## src/rtl/mem_ctrl.sv

```systemverilog
// mem_ctrl: arbiter and byte-beat sequencer for the single byte-wide RAM port.
// The fetch path (4-byte word refill) and the load/store unit share the port.
// A granted request becomes 1, 2 or 4 byte beats; read bytes are reassembled
// little-endian and zero-extended above the access size.
//
// Ports
//   clk, rst      clock (rising edge), async active-low reset
//   rdy           run enable; 0 freezes every register and blocks mem_wr
//   mem_din       RAM read byte, valid one cycle after its address
//   mem_dout      RAM write byte
//   mem_a         RAM byte address (wraps modulo 2^ADDR_W)
//   mem_wr        RAM write strobe
//   if_req/if_addr/if_abort      fetch request, word address, redirect cancel
//   if_done/if_data              fetch completion pulse and word
//   ls_req/ls_we/ls_size/ls_addr/ls_wdata   load/store request
//   ls_done/ls_rdata             load/store completion pulse and load data
module mem_ctrl #(
   parameter int ADDR_W     = 32,
   parameter int STARVE_MAX = 4
) (
   input  logic              clk,
   input  logic              rst,
   input  logic              rdy,
   input  logic [7:0]        mem_din,
   output logic [7:0]        mem_dout,
   output logic [ADDR_W-1:0] mem_a,
   output logic              mem_wr,
   input  logic              if_req,
   input  logic [ADDR_W-1:0] if_addr,
   input  logic              if_abort,
   output logic              if_done,
   output logic [31:0]       if_data,
   input  logic              ls_req,
   input  logic              ls_we,
   input  logic [1:0]        ls_size,
   input  logic [ADDR_W-1:0] ls_addr,
   input  logic [31:0]       ls_wdata,
   output logic              ls_done,
   output logic [31:0]       ls_rdata
);

   localparam int CW = $clog2(STARVE_MAX + 1);

   typedef enum logic [1:0] {IDLE, IF_RD, LS_RD, LS_WR} state_t;

   state_t            state;
   logic [CW-1:0]     starve_cnt;
   logic [2:0]        beat;       // index of the edge about to happen, counted from the grant
   logic [2:0]        nbytes;
   logic [ADDR_W-1:0] base;
   logic [31:0]       wbuf;
   logic [3:0][7:0]   rbuf;
   logic              wr_q;

   logic              if_ok, ls_ok, if_win, ls_win;
   logic [2:0]        ls_n;
   logic [1:0]        lane;
   logic [3:0][7:0]   rbuf_nxt;
   logic [ADDR_W-1:0] beat_a;

   always_comb begin
      // A done pulse on either side forces one idle bubble before the next grant.
      if_ok    = if_req & ~if_abort & ~if_done & ~ls_done;
      ls_ok    = ls_req & ~if_done & ~ls_done;
      if_win   = if_ok & (~ls_ok | (starve_cnt == CW'(STARVE_MAX)));
      ls_win   = ls_ok & ~if_win;
      ls_n     = (ls_size == 2'd0) ? 3'd1 : (ls_size == 2'd1) ? 3'd2 : 3'd4;
      beat_a   = base + ADDR_W'(beat);
      // The byte addressed at edge E(i) arrives on mem_din in time for edge E(i+2).
      lane     = 2'(beat - 3'd2);
      rbuf_nxt = rbuf;
      if (beat >= 3'd2) rbuf_nxt[lane] = mem_din;
   end

   assign mem_wr = wr_q & rdy;

   always_ff @(posedge clk or negedge rst) begin
      if (!rst) begin
         state      <= IDLE;
         starve_cnt <= '0;
         beat       <= '0;
         nbytes     <= '0;
         base       <= '0;
         wbuf       <= '0;
         rbuf       <= '0;
         wr_q       <= 1'b0;
         mem_a      <= '0;
         mem_dout   <= '0;
         if_done    <= 1'b0;
         if_data    <= '0;
         ls_done    <= 1'b0;
         ls_rdata   <= '0;
      end else if (rdy) begin
         if_done <= 1'b0;
         ls_done <= 1'b0;

         if (!if_req || (state == IDLE && if_win))
            starve_cnt <= '0;
         else if (state == IDLE && ls_win && starve_cnt != CW'(STARVE_MAX))
            starve_cnt <= starve_cnt + CW'(1);

         case (state)
            IDLE: begin
               if (if_win) begin
                  state  <= IF_RD;
                  base   <= if_addr;
                  mem_a  <= if_addr;
                  nbytes <= 3'd4;
                  beat   <= 3'd1;
                  rbuf   <= '0;
               end else if (ls_win) begin
                  base   <= ls_addr;
                  mem_a  <= ls_addr;
                  nbytes <= ls_n;
                  beat   <= 3'd1;
                  rbuf   <= '0;
                  wbuf   <= ls_wdata;
                  if (ls_we) begin
                     state    <= LS_WR;
                     mem_dout <= ls_wdata[7:0];
                     wr_q     <= 1'b1;
                  end else begin
                     state <= LS_RD;
                  end
               end
            end
            IF_RD, LS_RD: begin
               if (state == IF_RD && if_abort) begin
                  // Redirect: drop the partial word, no completion pulse.
                  state <= IDLE;
               end else begin
                  rbuf <= rbuf_nxt;
                  beat <= beat + 3'd1;
                  if (beat < nbytes) mem_a <= beat_a;
                  if (beat == nbytes + 3'd1) begin
                     state <= IDLE;
                     if (state == IF_RD) begin
                        if_done <= 1'b1;
                        if_data <= rbuf_nxt;
                     end else begin
                        ls_done  <= 1'b1;
                        ls_rdata <= rbuf_nxt;
                     end
                  end
               end
            end
            LS_WR: begin
               if (beat < nbytes) begin
                  mem_a    <= beat_a;
                  mem_dout <= wbuf[8*beat[1:0] +: 8];
                  beat     <= beat + 3'd1;
               end else begin
                  wr_q    <= 1'b0;
                  ls_done <= 1'b1;
                  state   <= IDLE;
               end
            end
            default: state <= IDLE;
         endcase
      end
   end

endmodule

```

## config.mk

```make
export PLATFORM = sky130hd
export DESIGN_NAME = mem_ctrl
export DESIGN_NICKNAME = d
export VERILOG_FILES = /design/src/rtl/mem_ctrl.sv
export SDC_FILE = /design/constraint.sdc
export NUM_CORES = 1
export LEC_CHECK = 0
export CORE_MARGIN = 5
export CORE_UTILIZATION = 60
export DETAILED_ROUTE_END_ITERATION = 12
export DONT_BUFFER_PORTS = 1
export GPL_TIMING_DRIVEN = 0
export PLACE_DENSITY = 0.76
export SYNTH_ARGS = -nofsm -noshare
export SYNTH_HDL_FRONTEND = slang
export SYNTH_SLANG_ARGS = --single-unit
```

## constraint.sdc

```tcl
create_clock -name clk -period 8.33 [get_ports clk]
set_clock_uncertainty 0.05 [all_clocks]
set_input_delay 0.833 -clock clk [delete_from_list [all_inputs] [get_ports clk]]
set_output_delay 0.833 -clock clk [all_outputs]
set_load 0.02 [all_outputs]
```

# Word-level counts from Yosys, hierarchy flattened
# Cells that the tools add are included.
dict set report word_totals {
  ff_bits 214
  input_bits 113
  out_inout_bits 107
  wordCells 133
}
dict set report op_classes {
  n_addsub 5
  magnitude_cmp 4
  eq_ne 15
  shifts 1
  n_mux 50
  bitwise 16
  n_reduce_logical 25
}
# cell count
set op_table {}
lappend op_table {{32-bit two-way mux} 8}
lappend op_table {{32-bit case mux with 3 select lines} 1}
lappend op_table {{32-bit case mux with 2 select lines} 1}
lappend op_table {{8-bit two-way mux} 5}
lappend op_table {{32-bit by 3-bit adder with 32-bit output} 1}
lappend op_table {{32-bit bitwise mux} 1}
lappend op_table {{32-bit by 6-bit indexed part select with 8-bit output} 1}
lappend op_table {{3-bit two-way mux} 10}
lappend op_table {{8-bit demux with 2-bit select} 1}
lappend op_table {{8-bit case mux with 2 select lines} 1}
lappend op_table {{4-bit AND reduction} 4}
lappend op_table {{1-bit two-way mux} 13}
lappend op_table {{2-bit inequality test (second input constant)} 6}
lappend op_table {{6-bit AND reduction} 2}
lappend op_table {{2-bit two-way mux} 5}
lappend op_table {{5-bit AND reduction} 2}
lappend op_table {{3-bit by 1-bit adder with 3-bit output (second input constant)} 3}
lappend op_table {{3-bit inequality test (second input constant)} 3}
lappend op_table {{3-bit case mux with 3 select lines} 1}
lappend op_table {{1-bit bitwise AND} 8}
lappend op_table {{2-bit nonzero test} 4}
lappend op_table {{1-bit NOT} 7}
lappend op_table {{2-bit case mux with 3 select lines} 1}
lappend op_table {{3-bit AND reduction} 2}
lappend op_table {{other kinds (17)} 25}

# Longest topological paths before layout
dict set report depth {
  depth_word 12
  ltp_mapped 10
  ltp_nobuf 7
}

# Worst setup path after synthesis
# No wires, ideal clock.
dict set report synth_path {
  kind {register -> register}
  startpoint {register beat[0]}
  endpoint {register if_data[0]}
  setup_time_ns 0.125
  t_arrival_ns 2.591
  required_time_ns 8.155
  path_slack_ns 5.565
  stages_incl_launch_ff 9
  n_path_buf 2
  synth_period_minus_slack_ns 2.765
  path_cell_list {dfrtp_1 -> clkbuf_1 -> inv_1 -> ha_1 -> nor3_2 -> nand3_1 -> nor3b_4 -> buf_6 -> mux2_2}
}
dict set report synth_between {
  elab_chain_cells 7
  word_cells_on_any_way 11
  cone_classes {add/sub (1); order compare (3); eq/ne (1); mux (4); reduce/logical (2)}
}
# item line
set synth_lines {}
lappend synth_lines {{start: declaration} 48} ;# logic [2:0] beat;
lappend synth_lines {{start signal: assignment} 133} ;# beat <= beat + 3'd1;
lappend synth_lines {{start signal: assignment} 151} ;# beat <= beat + 3'd1;
lappend synth_lines {{2-bit subtractor} 70} ;# lane = 2'(beat - 3'd2);
lappend synth_lines {{2-bit by 3-bit < comparator with 1-bit output (implied by the code) or 2-bit by 1-bit >= comparator with 1-bit output (tied branches)} 72} ;# if (beat >= 3'd2) rbuf_nxt[lane] = mem_din;
lappend synth_lines {{1-bit logical AND (implied by the code)} 72}
lappend synth_lines {{8-bit two-way mux (implied by the code)} 72}
lappend synth_lines {{8-bit demux with 2-bit select} 72}
lappend synth_lines {{32-bit bitwise mux} 72}
lappend synth_lines {{32-bit two-way mux} 72}
lappend synth_lines {{end signal: assignment} 139} ;# if_data <= rbuf_nxt;
lappend synth_lines {{end: declaration} 32} ;# output logic [31:0] if_data,
# Parallel ways exist; a longest one is shown, timed or not.
# A chain may end at the register's enable or synchronous reset.

# Worst setup path after layout
dict set report layout_path {
  startpoint {register beat[0]}
  endpoint {register rbuf[26] (netlist bit)}
}
dict set report layout_between {
  elab_chain_cells 9
  word_cells_on_any_way 11
  cone_classes {add/sub (1); order compare (3); mux (6); reduce/logical (1)}
}
# item line
set layout_lines {}
lappend layout_lines {{2-bit subtractor} 70}
lappend layout_lines {{2-bit by 3-bit < comparator with 1-bit output (implied by the code) or 2-bit by 1-bit >= comparator with 1-bit output (tied branches)} 72}
lappend layout_lines {{1-bit logical AND (implied by the code)} 72}
lappend layout_lines {{8-bit two-way mux (implied by the code)} 72}
lappend layout_lines {{8-bit demux with 2-bit select} 72}
lappend layout_lines {{32-bit bitwise mux} 72}
lappend layout_lines {{32-bit two-way mux *} 72}
lappend layout_lines {{32-bit two-way mux *} 128} ;# if (state == IF_RD && if_abort) begin
lappend layout_lines {{32-bit case mux with 2 select lines *} 102} ;# case (state)
lappend layout_lines {{end signal: assignment} 132} ;# rbuf <= rbuf_nxt;
lappend layout_lines {{end: declaration} 52} ;# logic [3:0][7:0] rbuf;
# Every way passes the cells marked *; elsewhere a longest branch is shown, timed or not. The select of a mux whose other input is x is not followed.

==> metrics.txt <==
# TYPE chip_impl_metric gauge
chip_impl_metric{name="ant_nets",unit=""} 0
chip_impl_metric{name="cts_resized",unit=""} 0
chip_impl_info{name="setup.worst_path.class",value="reg -> reg"} 1
chip_impl_metric{name="cp.arrival",unit="ns"} 3.93
chip_impl_metric{name="post-dp-hpwl",unit="mm"} 18.1
chip_impl_metric{name="clkLatencyLatePin",unit="ns"} 0.51
chip_impl_metric{name="area_growth_syn_to_layout",unit="%"} 10.4
chip_impl_info{name="global_route.peak_usage_layer",value="met2"} 1
chip_impl_metric{name="dp_slack",unit="ns"} 4.74
chip_impl_metric{name="number_of_placed_i_o_pins",unit=""} 220
chip_impl_metric{name="wl_per_cell",unit="um"} 21.5
chip_impl_metric{name="postRouteWirelength",unit="mm"} 25.3
chip_impl_metric{name="total_switching_power",unit="W"} 0.00175
chip_impl_metric{name="cts.sinks",unit=""} 214
chip_impl_metric{name="die_area",unit="um2"} 20300
chip_impl_metric{name="standby_leakage_power",unit="nW"} 5.13
chip_impl_metric{name="yosys_warnings",unit=""} 0
chip_impl_metric{name="worstPathMaxFanout",unit=""} 10
chip_impl_metric{name="n_fill_cell",unit=""} 1327
chip_impl_metric{name="die_width",unit="um"} 142
chip_impl_metric{name="postSynthNetCount",unit=""} 1042
chip_impl_metric{name="power.sequential.fraction",unit=""} 0.444
chip_impl_metric{name="std_cell_rows",unit=""} 48
chip_impl_metric{name="relSlewSlack",unit=""} 0.326
chip_impl_info{name="worst_hold_path_type",value="in -> reg"} 1
chip_impl_info{name="status",value="completed"} 1
chip_impl_metric{name="switching_power_as_a_share_of_total_power",unit=""} 0.386
chip_impl_metric{name="path_clk_slew",unit="ns"} 0.06
chip_impl_metric{name="port-buffer-count",unit=""} 0
chip_impl_metric{name="timing.final.hold_violations",unit=""} 0
chip_impl_metric{name="yosys_register_bits",unit=""} 214
chip_impl_metric{name="drt-vias-per-instance",unit=""} 6.09
chip_impl_metric{name="pwr-share-comb",unit=""} 0.327
chip_impl_metric{name="number_of_enable_flip_flop_cells_after_synthesis",unit=""} 0
chip_impl_metric{name="cts.htree.levels",unit=""} 1
chip_impl_info{name="timing.critical_path.to_type",value="register"} 1
chip_impl_metric{name="grt.met3_usage",unit=""} 0.0685
chip_impl_metric{name="grtUsageMet1",unit=""} 0.329
chip_impl_metric{name="route.detailed.drc",unit=""} 0
chip_impl_metric{name="p_int",unit="W"} 0.00278
chip_impl_metric{name="floorplan.die.height",unit="um"} 142
chip_impl_metric{name="finished_layout_cells",unit=""} 1179
chip_impl_metric{name="timing.hold.worst_path_depth",unit=""} 2
chip_impl_metric{name="fmax",unit="MHz"} 281
chip_impl_metric{name="place_congestion",unit=""} 0.903
chip_impl_info{name="crit_path_start_kind",value="register"} 1
chip_impl_metric{name="first_iter_violations",unit=""} 407
chip_impl_metric{name="postSynthAreaPerCell",unit="um2"} 11.5
chip_impl_metric{name="power_per_cell_area",unit="nW/um2"} 390
chip_impl_metric{name="worst_pin_slew",unit="ns"} 1.00
chip_impl_metric{name="maximum_clock_insertion_buffer_count",unit=""} 3
chip_impl_metric{name="final_layout_size_suffix_gt1_frac",unit=""} 0.262
chip_impl_metric{name="grt_start_max_net_pins",unit=""} 215
chip_impl_info{name="postSynth.topFlopCell",value="sky130_fd_sc_hd__dfrtp_1"} 1
chip_impl_metric{name="post-route-period-util",unit=""} 0.427
chip_impl_metric{name="maxCapViolCount",unit=""} 0
chip_impl_metric{name="rr_worst_depth",unit=""} 10
chip_impl_metric{name="worst_ep_required_time",unit="ns"} 8.70
chip_impl_metric{name="dr.pass1.iters",unit=""} 5
chip_impl_metric{name="synthDistinctLibCells",unit=""} 64
chip_impl_metric{name="floorplan.initialDensity",unit=""} 0.610
chip_impl_metric{name="placedCellCount",unit=""} 1136
chip_impl_metric{name="timing.final.setup_violations",unit=""} 0
chip_impl_metric{name="drv_slew",unit=""} 0
chip_impl_metric{name="overflow",unit=""} 0
chip_impl_metric{name="synth_area",unit="um2"} 10500
chip_impl_metric{name="vias_in_the_first_global_route",unit=""} 7551
chip_impl_info{name="rsz_0062_raised_after_global_routing",value="no"} 1
chip_impl_metric{name="fin_ws",unit="ns"} 4.77
chip_impl_metric{name="antenna_cells",unit=""} 0
chip_impl_metric{name="cts_buffers",unit=""} 23
chip_impl_metric{name="final_net_count",unit=""} 1068
chip_impl_metric{name="netlist_instances",unit=""} 911
chip_impl_metric{name="synth-seq-area-share",unit=""} 0.509
chip_impl_info{name="cts_root_buffer",value="sky130_fd_sc_hd__clkbuf_16"} 1
chip_impl_metric{name="proportion_of_power_drawn_by_the_clock_network",unit=""} 0.228
chip_impl_metric{name="setup_tns",unit="ns"} 0
chip_impl_metric{name="ir_drop",unit="V"} 0.000238
chip_impl_metric{name="grt_util_met2",unit=""} 0.407
chip_impl_metric{name="grt_first_pass_wirelength",unit="mm"} 40.5
chip_impl_metric{name="initial_antenna_violation_count",unit=""} 0
chip_impl_metric{name="crit_path_time_final",unit="ns"} 3.56
chip_impl_metric{name="grt_util_all_layers",unit=""} 0.250
chip_impl_metric{name="ys_async_sr_fraction",unit=""} 1.00
chip_impl_metric{name="route.vias.total",unit=""} 7186
chip_impl_metric{name="core-area",unit="um2"} 17200
chip_impl_info{name="tritoncts",value="yes"} 1
==> worst max-delay path, cell delays in order, from the launching register on <==
cell                       delay (ns)
sky130_fd_sc_hd__dfrtp_1         0.43
sky130_fd_sc_hd__clkbuf_1        0.35
sky130_fd_sc_hd__inv_1           0.27
sky130_fd_sc_hd__ha_1            0.17
sky130_fd_sc_hd__buf_2           0.27
sky130_fd_sc_hd__or3_1           0.19
sky130_fd_sc_hd__nand2_1         0.24
sky130_fd_sc_hd__a211oi_1        0.86
sky130_fd_sc_hd__clkbuf_1        0.42
sky130_fd_sc_hd__nand2_1         0.13
sky130_fd_sc_hd__o21ai_0         0.10
==> cell families after synthesis <==
kind of cell / after synthesis / synth area share
simple gates: 232 / 0.106
flops: 214 / 0.509
mux: 187 / 0.207
compound gates: 155 / 0.0935
buf+inv: 73 / 0.0345
xor+xnor: 32 / 0.0281
fa+ha+maj: 18 / 0.0221
==> path summary, 6_finish.rpt <==
| kind | start | slack, ns | to |
|---|---|---|---|
| min reg2reg | base[0]$_DFFE_PN0P_ | 0.44 | base[0]$_DFFE_PN0P_ |
| max in group asynchronous | rst | 7.13 | mem_a[1]$_DFFE_PN0P_ |
| max reg2reg | beat[0]$_DFFE_PN0P_ | 4.77 | rbuf[26]$_DFFE_PN0P_ |
| max | beat[0]$_DFFE_PN0P_ | 4.77 | rbuf[26]$_DFFE_PN0P_ |
| min | mem_din[3] | 0.39 | rbuf[27]$_DFFE_PN0P_ |
| min in group asynchronous | rst | 0.40 | if_data[22]$_DFFE_PN0P_ |
==> synthesized netlist by cell type, drive strengths merged, types with 2 or more instances <==
cell type / instances / area share
a211o: 2 / 0.0017
a211oi: 8 / 0.0062
a21o: 5 / 0.0036
a21oi: 13 / 0.0073
a22o: 2 / 0.0017
a31oi: 2 / 0.0012
and2: 3 / 0.0018
and3: 8 / 0.0048
and4: 3 / 0.0025
buf: 23 / 0.017
clkbuf: 27 / 0.0096
dfrtp: 214 / 0.51
ha: 17 / 0.020
inv: 23 / 0.0082
mux2: 156 / 0.17
mux2i: 23 / 0.022
mux4: 8 / 0.017
nand2: 127 / 0.045
nand2b: 4 / 0.0024
nand3: 34 / 0.017
nand4: 13 / 0.0083
nor2: 16 / 0.0057
nor2b: 3 / 0.0018
nor3: 10 / 0.0057
nor4: 3 / 0.0038
o2111ai: 2 / 0.0023
o211ai: 10 / 0.0071
o21ai: 86 / 0.042
o21ba: 2 / 0.0019
o221a: 7 / 0.0075
o22ai: 8 / 0.0048
o2bb2ai: 2 / 0.0017
or2: 2 / 0.0012
or3: 2 / 0.0012
xnor2: 16 / 0.013
xor2: 15 / 0.012
==> power groups by stage <==
stage	Sequential [W]	Combinational [W]	Clock [W]
floorplan	0.00191	0.00116	0
global placement	0.00201	0.00141	0
detailed placement	0.00203	0.00145	0
CTS	0.00202	0.00149	0.00105
global route	0.00207	0.00165	0.00110
finish	0.00201	0.00148	0.00103
==> per-layer routing <==
layer	routed length (um)	share of wire
met4	699	0.028
met5	0	0
met2	12100	0.48
met1	10400	0.41
met3	2040	0.081
==> placed cells by master, fill, tap and decap left out, drive strengths merged, types with 10 or more instances in the layout <==
master  instances
nand2         127
ha             17
clkbuf         64
buf            24
nor2           16
o21ai          86
o211ai         10
nand3          34
a21oi          13
nor3           10
inv            24
xnor2          16
mux2i          23
nand4          13
mux2          156
dfrtp         214
xor2           15
==> registers in the layout, summed over array words and instances, names as in the netlist, 2 cells and up <==
| register | cells |
|---|---|
| beat | 3 |
| ls_rdata | 32 |
| state | 2 |
| if_data | 32 |
| rbuf | 32 |
| wbuf | 32 |
| mem_dout | 8 |
| mem_a | 32 |
| starve_cnt | 3 |
| base | 32 |
| nbytes | 3 |
==> final cells by class <==
| cell class | count | area [um2] | area share |
|---|---|---|---|
| Multi-Input combinational cell | 624 | 4800 | 0.414 |
| Buffer | 50 | 277 | 0.0238 |
| Inverter | 23 | 86.3 | 0.00744 |
| Tap cell | 225 | 282 | 0.0242 |
| Timing Repair Buffer | 1 | 27.5 | 0.00237 |
| Clock buffer | 37 | 728 | 0.0627 |
| Clock inverter | 5 | 53.8 | 0.00463 |
| Sequential cell | 214 | 5360 | 0.461 |
==> stage by stage <==
step | util | power [W] | hold WS [ns] | area, um2
2_1_floorplan | - | 0.00307 | 0.404 | 10500
3_3_place_gp | 0.627 | 0.00342 | 0.418 | 10800
3_5_place_dp | 0.627 | 0.00348 | 0.433 | 10800
4_1_cts | 0.674 | 0.00455 | 0.378 | 11600
5_1_grt | 0.674 | 0.00481 | 0.383 | 11600
6_report | 0.674 | 0.00453 | 0.393 | 11600
==> timing repair <==
item,CTS,global route
buffers inserted,0,0
endpoints found under the hold margin,214,0
hold buffers,1,0
Note: power is estimated with default switching activity, not from simulation.
